## src/rtl/uart_echo_ctrl_pkg.sv

```systemverilog
// Shared encodings for the UART echo controller: operating modes, FSM states
// and the default UART word width.
package uart_echo_ctrl_pkg;

  localparam int DBIT_DEF = 8;

  typedef enum logic [1:0] {
    MODE_CONST = 2'd0,
    MODE_ECHO  = 2'd1,
    MODE_INC   = 2'd2,
    MODE_BURST = 2'd3
  } mode_e;

  typedef enum logic {
    ST_IDLE = 1'b0,
    ST_SEND = 1'b1
  } state_e;

endpackage

```

## src/rtl/uart_echo_ctrl_hex_to_sseg.sv

```systemverilog
// Hex digit to active-low seven-segment pattern {dp,g,f,e,d,c,b,a}.
// dp is active-high here: 1 lights the decimal point.
module hex_to_sseg (
  input  logic [3:0] hex,
  input  logic       dp,
  output logic [7:0] sseg
);

  always_comb begin
    sseg[7]   = ~dp;
    sseg[6:0] = 7'b1111111;
    case (hex)
      4'h0: sseg[6:0] = 7'b1000000;
      4'h1: sseg[6:0] = 7'b1111001;
      4'h2: sseg[6:0] = 7'b0100100;
      4'h3: sseg[6:0] = 7'b0110000;
      4'h4: sseg[6:0] = 7'b0011001;
      4'h5: sseg[6:0] = 7'b0010010;
      4'h6: sseg[6:0] = 7'b0000010;
      4'h7: sseg[6:0] = 7'b1111000;
      4'h8: sseg[6:0] = 7'b0000000;
      4'h9: sseg[6:0] = 7'b0010000;
      4'hA: sseg[6:0] = 7'b0001000;
      4'hB: sseg[6:0] = 7'b0000011;
      4'hC: sseg[6:0] = 7'b1000110;
      4'hD: sseg[6:0] = 7'b0100001;
      4'hE: sseg[6:0] = 7'b0000110;
      4'hF: sseg[6:0] = 7'b0001110;
      default: sseg[6:0] = 7'b1111111;
    endcase
  end

endmodule

```

## src/rtl/uart_echo_ctrl.sv

```systemverilog
// UART echo/test-pattern controller: echoes, increments, or generates bytes
// into the UART TX FIFO and shows last RX byte and TX count on a 4-digit display.
module uart_echo_ctrl
  import uart_echo_ctrl_pkg::*;
#(
  parameter int              DBIT         = DBIT_DEF,
  parameter logic [DBIT-1:0] CONST_VAL    = DBIT'(8'h33),
  parameter int              BURST_LEN    = 16,
  parameter int              REFRESH_BITS = 18
) (
  input  logic            clk,
  input  logic            reset,
  input  logic            btn_tick,
  input  logic [1:0]      mode,
  input  logic            rx_empty,
  input  logic [DBIT-1:0] r_data,
  output logic            rd_uart,
  input  logic            tx_full,
  output logic            wr_uart,
  output logic [DBIT-1:0] w_data,
  output logic [7:0]      led,
  output logic [3:0]      an,
  output logic [7:0]      sseg
);

  state_e                  state, state_n;
  mode_e                   mode_sel;
  logic [DBIT-1:0]         tx_reg, tx_n;
  logic [7:0]              burst_cnt, burst_n;
  logic [7:0]              led_n;
  logic [7:0]              tx_cnt;
  logic [REFRESH_BITS-1:0] refresh;
  logic [1:0]              digit_sel;
  logic [3:0]              hex_digit;
  logic [3:0]              an_n;
  logic [7:0]              sseg_n;

  assign mode_sel = mode_e'(mode);
  assign w_data   = tx_reg;

  always_ff @(posedge clk) begin
    if (reset) begin
      state     <= ST_IDLE;
      tx_reg    <= '0;
      burst_cnt <= '0;
      led       <= '0;
      tx_cnt    <= '0;
    end else begin
      state     <= state_n;
      tx_reg    <= tx_n;
      burst_cnt <= burst_n;
      led       <= led_n;
      if (wr_uart) tx_cnt <= tx_cnt + 8'd1;
    end
  end

  // Strobes are suppressed while reset is high so nothing is popped or pushed
  // in the reset cycle itself. burst_cnt returns to 0 at the end of a burst,
  // so "burst_cnt > 1" alone identifies a burst still in progress.
  always_comb begin
    state_n = state;
    tx_n    = tx_reg;
    burst_n = burst_cnt;
    led_n   = led;
    rd_uart = 1'b0;
    wr_uart = 1'b0;
    if (!reset) begin
      case (state)
        ST_IDLE: begin
          case (mode_sel)
            MODE_ECHO, MODE_INC: begin
              if (!rx_empty) begin
                rd_uart = 1'b1;
                tx_n    = (mode_sel == MODE_INC) ? r_data + 1'b1 : r_data;
                led_n   = 8'(r_data);
                state_n = ST_SEND;
              end
            end
            MODE_CONST: begin
              if (btn_tick) begin
                tx_n    = CONST_VAL;
                state_n = ST_SEND;
              end
            end
            MODE_BURST: begin
              if (btn_tick) begin
                tx_n    = '0;
                burst_n = 8'(BURST_LEN);
                state_n = ST_SEND;
              end
            end
            default: ;
          endcase
        end
        ST_SEND: begin
          if (!tx_full) begin
            wr_uart = 1'b1;
            if (burst_cnt > 8'd1) begin
              burst_n = burst_cnt - 8'd1;
              tx_n    = tx_reg + 1'b1;
            end else begin
              burst_n = '0;
              state_n = ST_IDLE;
            end
          end
        end
        default: state_n = ST_IDLE;
      endcase
    end
  end

  // Display refresh: top two counter bits pick the digit.
  always_ff @(posedge clk) begin
    if (reset) refresh <= '0;
    else       refresh <= refresh + 1'b1;
  end

  assign digit_sel = refresh[REFRESH_BITS-1 -: 2];

  always_comb begin
    hex_digit = led[3:0];
    an_n      = 4'b1110;
    case (digit_sel)
      2'd0: begin hex_digit = led[3:0];    an_n = 4'b1110; end
      2'd1: begin hex_digit = led[7:4];    an_n = 4'b1101; end
      2'd2: begin hex_digit = tx_cnt[3:0]; an_n = 4'b1011; end
      2'd3: begin hex_digit = tx_cnt[7:4]; an_n = 4'b0111; end
      default: ;
    endcase
  end

  hex_to_sseg u_hex_to_sseg (
    .hex  (hex_digit),
    .dp   (1'b0),
    .sseg (sseg_n)
  );

  // Reset values match digit 0 showing a cleared led register.
  always_ff @(posedge clk) begin
    if (reset) begin
      an   <= 4'b1110;
      sseg <= 8'hC0;
    end else begin
      an   <= an_n;
      sseg <= sseg_n;
    end
  end

endmodule
```

## config.mk

```make
export PLATFORM = sky130hd
export DESIGN_NAME = uart_echo_ctrl
export DESIGN_NICKNAME = d
export VERILOG_FILES = /design/src/rtl/uart_echo_ctrl_pkg.sv /design/src/rtl/uart_echo_ctrl_hex_to_sseg.sv /design/src/rtl/uart_echo_ctrl.sv
export SDC_FILE = /design/constraint.sdc
export NUM_CORES = 1
export LEC_CHECK = 0
export BUFFER_PORTS_ARGS = -buffer_cell sky130_fd_sc_hd__buf_2
export CORE_ASPECT_RATIO = 1.5
export CORE_MARGIN = 1.5
export CORE_UTILIZATION = 57
export CTS_BUF_LIST = sky130_fd_sc_hd__clkbuf_16
export CTS_CLUSTER_SIZE = 24
export DETAILED_ROUTE_END_ITERATION = 7
export PLACE_DENSITY_LB_ADDON = 0.15
export SYNTH_ARGS = -nofsm -noshare
export SYNTH_HDL_FRONTEND = slang
export SYNTH_HIERARCHICAL = 1
export SYNTH_SLANG_ARGS = --single-unit
```

## constraint.sdc

```tcl
create_clock -name clk -period 3.3 [get_ports clk]
set_input_delay 0.99 -clock clk [delete_from_list [all_inputs] [get_ports clk]]
set_output_delay 0.99 -clock clk [all_outputs]
set_load 0.03 [all_outputs]
```

## Word level (Yosys, flattened, before mapping)

Memory sizes are Yosys's and may differ from the RTL's. A register that Yosys moved wholly into a read port is not among the register bits.
Index checks and enable logic that the tools add are counted.
W data, S select, Z words.

- Input bits: 15
- Memories kept: 1
- Logic and storage cells: 64
- ROM bits: 112
- Output and inout port bits: 30
- Bits in registers: 56

Memory list:

| name | depth | width | read ports | clocked after memory_dff | write ports | line | source |
|---|---|---|---|---|---|---|---|
| (name not given) | 16 | 7 | 1 | 1 | 0 | uart_echo_ctrl_hex_to_sseg.sv:12 | `case (hex)` |

- Bitwise logic cells: 2
- $add $sub $neg: 5
- Multiplexer cells: 27
- Equal/unequal tests: 13
- Reductions and logical operators: 7
- Magnitude comparators: 1

Operators by type and width:

| kind | number |
|---|---|
| $mux W8 | 10 |
| $pmux W4 S4 | 2 |
| $pmux W8 S2 | 2 |
| $add A8 B1 Y8 const B | 3 |
| $pmux W8 S3 | 1 |
| $add A18 B1 Y18 const B | 1 |
| $mux W1 | 10 |
| $ne A3 B3 Y1 const B | 3 |
| $eq A2 B2 Y1 const B | 4 |
| $gt A8 B1 Y1 const B | 1 |
| $sub A8 B1 Y8 const B | 1 |
| $reduce_and A3 Y1 | 2 |
| $reduce_and A5 Y1 | 1 |
| $eq A2 B1 Y1 const B | 2 |
| $logic_not A2 Y1 | 2 |
| $ne A2 B1 Y1 const B | 2 |
| $ne A2 B2 Y1 const B | 2 |
| $pmux W1 S2 | 2 |
| $reduce_or A2 Y1 | 2 |
| $not A1 Y1 | 2 |

## Longest topological paths before layout

- Depth in word-level cells: 5
- Depth in mapped cells: 8
- Depth with buffers taken out: 7

## Modules after synthesis

The synthesis kept the hierarchy.

By module, submodules not included:

| module | area each (µm²) | instances | cells each | seq. area each (µm²) |
|---|---|---|---|---|
| uart_echo_ctrl | 2,974.1 | 1 | 336 | 1,261.2 |
| hex_to_sseg | 279.0 | 1 | 33 | 0.0 |

## Least setup slack after synthesis

No wires, ideal clock.

- Kind: input port to output port
- Start: input port mode[0]
- End: output port rd_uart
- Setup slack: -0.039 ns
- Data required time: 2.310 ns
- Stages on the path: 5
- Arrival time: 2.349 ns
- Path buffers: 1
- Path through: inv_1 -> ha_1 -> nand2_1 -> clkbuf_1 -> nor3_1

- Word-level cells in the longest chain between the ends: 5
- Elaborated cells between the ends (all ways): 6
- Those cells by class: eq/ne: 2; mux: 3; reduce/logical: 1

RTL lines:

| item | line | source |
|---|---|---|
| start, declared | uart_echo_ctrl.sv:14 | `input logic [1:0] mode,` |
| $eq A2 B2 Y1 or $eq A2 B1 Y1 (tied branches) | uart_echo_ctrl.sv:70 | `case (mode_sel)` |
| $reduce_or A2 Y1 * | uart_echo_ctrl.sv:70 |  |
| $mux W1 * | uart_echo_ctrl.sv:70 |  |
| $mux W1 * | uart_echo_ctrl.sv:68 | `case (state)` |
| $mux W1 * | uart_echo_ctrl.sv:67 | `if (!reset) begin` |
| end, declared | uart_echo_ctrl.sv:17 | `output logic rd_uart,` |

Every way passes the cells marked *; elsewhere a longest branch is shown, timed or not.

## Final worst setup path

Ends and elaborated chain as after synthesis.

==> qor_table.md <==
| Stage | Parameter | Reported |
| --- | --- | --- |
| run status | Run status | complete, no violations |
| worst setup path | CP Data Required Time | 2310 ps |
| worst hold path | Instance count along the most critical hold path | 1 |
| floorplan | Die Height | 95.5 um |
| detailed routing | Remaining number of nets flagged by the antenna check after routing | 0 |
| clocking | Total number of clock tree sinks | 63 |
| logic synthesis | Portion of synthesized cell area occupied by the leading cell type | 0.388 |
| detailed routing | Total length of routed wires | 6.51 mm |
| pwr | Fraction of power spent switching nets | 0.281 |
| sta | Worst Skew | 7.53 ps |
| clocking | Number of buffers on the longest clock path | 2 |
| logic synthesis | Instance count of the mapped netlist | 369 |
| pwr | Clk network pwr share | 0.434 |
| detailed routing | Number of vias per cell after detailed routing | 5.51 |
| logic synthesis | Average cell area after synthesis | 8.82 um^2 |
| cells and area | End-of-flow core utilization | 0.700 |
| clocking | Clk Tree Root Cell | sky130_fd_sc_hd__clkbuf_16 |
| placed design | RD Place Congestion | 0.825 |
| global route | Overall overflow remaining after global route | 0 |
| logic synthesis | Number of flip-flops and latches in the synthesized netlist | 63 |
| clocking | Later-pin clock latency in the skew report | 330 ps |
| detailed routing | Vias post-DR | 2689 |
| sta | Final setup violation count | 0 |
| detailed routing | Met1 WL | 2.64 mm |
| pwr | Net switching power | 638 uW |
| global route | GRT Total Usage | 0.231 |
| logic synthesis | Number of distinct standard cells referenced by the synthesized netlist | 53 |
| worst setup path | Worst-path fanout max | 3 |
| worst setup path | Length in cells of the worst reg-to-reg path | 7 |
| worst setup path | Class of the most critical setup path | input pin to output pin |
| pwr | Peak ir drop on the vdd network | 0.603 mV |
| sta | Number of hold violations in the final report | 0 |
| placed design | Detail Placement HPWL | 4.77 mm |
| clocking | Post-CTS repair timing setup buffer count | 0 |
| detailed routing | Sum of met3 wire segment lengths after detailed routing | 176 um |
| floorplan | DIE AREA | 6180 um^2 |
| cells and area | Final net count | 444 |
| sta | Max-slew violations | 0 |
| pwr | Internal power consumption | 1.63 mW |
| sta | Highest attainable clock frequency | 0.339 GHz |
| logic synthesis | Async SR Flop Fraction | 0 |
| logic synthesis | Warnings from Yosys | 6 |
| detailed routing | Count of TritonRoute iterations in the first routing pass | 4 |
| clocking | CTS tree | done |
| clocking | Hold-fix buffer count after cts | 0 |
| detailed routing | Top routing layer in use | met4 |
| placed design | Count of buffers from port buffering | 44 |
| global route | Number of antenna violations at the first check in global routing | 0 |
| floorplan | Core Area | 5490 um^2 |
| detailed routing | Number of remaining DRC errors | 0 |
| pwr | Pwr/cell area | 590 nW/um^2 |
| cells and area | Antenna cell count | 0 |
| run | Number of max-cap violations | 0 |
| sta | Final cycle utilization of the critical path | 0.893 |
| detailed routing | 1st-iter DRT viols | 161 |
| logic synthesis | Syn Nets | 400 |
| clocking | Maximum level of the CTS H-tree | 3 |
| sta | Accumulated negative setup slack | 0 ps |
| cells and area | Fraction of final layout cells with drive strength greater than 1 | 0.206 |
| logic synthesis | Post-synth EDFFs | 0 |
| worst setup path | Worst R2R Setup Slack | 800 ps |
| worst setup path | Sort of element at the start of the critical path | input pin |
| logic synthesis | Dominant cells by area after synthesis | sky130_fd_sc_hd__dfxtp_1 (39%), sky130_fd_sc_hd__xor2_1 (6.2%), sky130_fd_sc_hd__ha_1 (6.2%) |
| clocking | Clock transition at the registers of the reported paths | 50 ps |
| global route | Maximum number of pins on one net before global-route repair | 32 |
| floorplan | FP Rows | 33 |
| floorplan | Effective utilization at floorplan | 0.592 |
| pwr | Leakage power summed over all cells | 1.56 nW |
| cells and area | Layout Area Growth over Synthesis | 18.2% |
| sta | Worst slew margin | 0.617 |
| logic synthesis | Synth Cell Area | 3250 um^2 |
| global route | Via count of the first global-routing pass | 2505 |
| worst setup path | Kind of end point of the critical path | output pin |
| sta | Time the final worst path needs with I/O delays and setup | 2950 ps |
| pwr | Share of power burned in combinational logic | 0.182 |
| pwr | Sequential cell fraction of total power | 0.384 |
| detailed routing | Avg WL per Cell | 13.3 um |
| sta | Slew of the pin with the lowest slew margin | 574 ps |
| floorplan | Width of the chip | 64.7 um |
| global route | Global-route wire length before repair | 11.1 mm |
| logic synthesis | Cell taking the most area after synthesis | sky130_fd_sc_hd__dfxtp_1 |
| logic synthesis | Share of synthesized area occupied by flip-flops and latches | 0.388 |
| detailed routing | Total met2 wirelength after detailed routing | 3.51 mm |
| worst setup path | Arrival @ worst endpoint | 1960 ps |
| floorplan | I/O Pins | 45 |
| logic synthesis | Most instantiated flip-flop cell in the synthesis netlist | sky130_fd_sc_hd__dfxtp_1 |
| clocking | Post-cts sizing count | 0 |
| sta | RSZ-0062 raised after global routing | false |
| clocking | Number of clock buffers inserted by TritonCTS | 9 |
| worst hold path | Kind of path behind the tightest hold check | flop to flop |
[logic make-up (layout without fill, tap and decap cells)]
family          Yosys count  after routing  share of synthesized area
other cells               1              1                    0.00115
compound gates           61             61                      0.124
simple gates            152            152                      0.235
mux                      12             12                     0.0581
fa+ha+maj                16             16                     0.0615
flops                    63             63                      0.388
buf+inv                  29             78                     0.0377
xor+xnor                 35             35                     0.0942
[layout by cell type (no fill, tap or decap), types with 4 or more instances in the layout]
cell	n
sky130_fd_sc_hd__dfxtp_1	63
sky130_fd_sc_hd__ha_1	16
sky130_fd_sc_hd__a21oi_1	18
sky130_fd_sc_hd__o21ai_0	13
sky130_fd_sc_hd__nand2_1	34
sky130_fd_sc_hd__nand3_1	17
sky130_fd_sc_hd__mux2i_1	5
sky130_fd_sc_hd__xnor2_1	12
sky130_fd_sc_hd__buf_4	5
sky130_fd_sc_hd__nand2b_1	4
sky130_fd_sc_hd__nor3_1	4
sky130_fd_sc_hd__nor2_1	53
sky130_fd_sc_hd__clkbuf_16	9
sky130_fd_sc_hd__buf_2	44
sky130_fd_sc_hd__nor2b_1	8
sky130_fd_sc_hd__xor2_1	23
sky130_fd_sc_hd__nand4_1	6
sky130_fd_sc_hd__and3_1	7
sky130_fd_sc_hd__mux4_2	4
sky130_fd_sc_hd__inv_1	13
[per-stage QoR]
stage               instance area (um^2)  setup WS (ps)  hold WS, ps  power, mW  instances
floorplan                           3260            216          442       1.19        369
finish                              3840            354          489       2.27        488
global placement                    3530            382          463       1.29        472
global route                        3840            326          535       2.38        488
detailed placement                  3530            375          473       1.30        472
CTS                                 3840            368          493       2.29        488
[cell usage after synthesis, drive strengths merged, types with 3 or more instances]
cell type,instances
clkbuf,12
nand4,7
nand2,34
or2,3
and3,7
xor2,23
nor2b,8
inv,13
o32ai,3
a211oi,4
mux2i,5
nand3,17
dfxtp,63
o21ai,16
ha,16
a21oi,18
nor2,53
xnor2,12
buf,4
or3b,3
nand2b,4
mux4,5
o211ai,3
nor4,3
a221oi,3
nor3,7
[sequential cells by signal, indices dropped and copies added (netlist names)]
signal and count:
led 8, state 1, an 4, tx_cnt 8, burst_cnt 8, w_data 8, sseg 8, refresh 18
[power groups by stage]
stage	clock [mW]	sequential, mW	combinational [mW]
2_1_floorplan	0	0.923	0.269
6_report	0.983	0.871	0.412
3_5_place_dp	0	0.885	0.412
4_1_cts	1.00	0.870	0.413
3_3_place_gp	0	0.884	0.405
5_1_grt	1.04	0.878	0.458
[path summary, 6_finish.rpt]
check                                 start          to
worst max register to register  refresh[16]     sseg[0]
worst min register to register   refresh[0]  refresh[0]
worst max-delay path                mode[0]     rd_uart
worst min-delay path             refresh[0]  refresh[0]
[critical path: stages]
cell and delay [ps]:
sky130_fd_sc_hd__buf_2 90, sky130_fd_sc_hd__inv_1 60, sky130_fd_sc_hd__ha_1 310, sky130_fd_sc_hd__nand2_1 80, sky130_fd_sc_hd__nor3_2 190, sky130_fd_sc_hd__buf_2 240
[routing by layer]
| metal | vias to the layer above | global-route usage |
|---|---|---|
| met5 | - | 0 |
| met4 | 0 | 0.137 |
| met2 | 52 | 0.408 |
| met3 | 18 | 0.0366 |
| met1 | 1253 | 0.260 |
| li1 | 1366 | - |
[area by class of cell]
class / count / area (um^2)
timing repair buffer: 49 / 258
clock inverter: 7 / 88.8
fill: 445 / 1650
tap: 70 / 87.6
sequential: 63 / 1260
inverter: 13 / 48.8
multi-input combinational: 277 / 1870
clock buffer: 9 / 225
(Power assumes the default switching activity.)
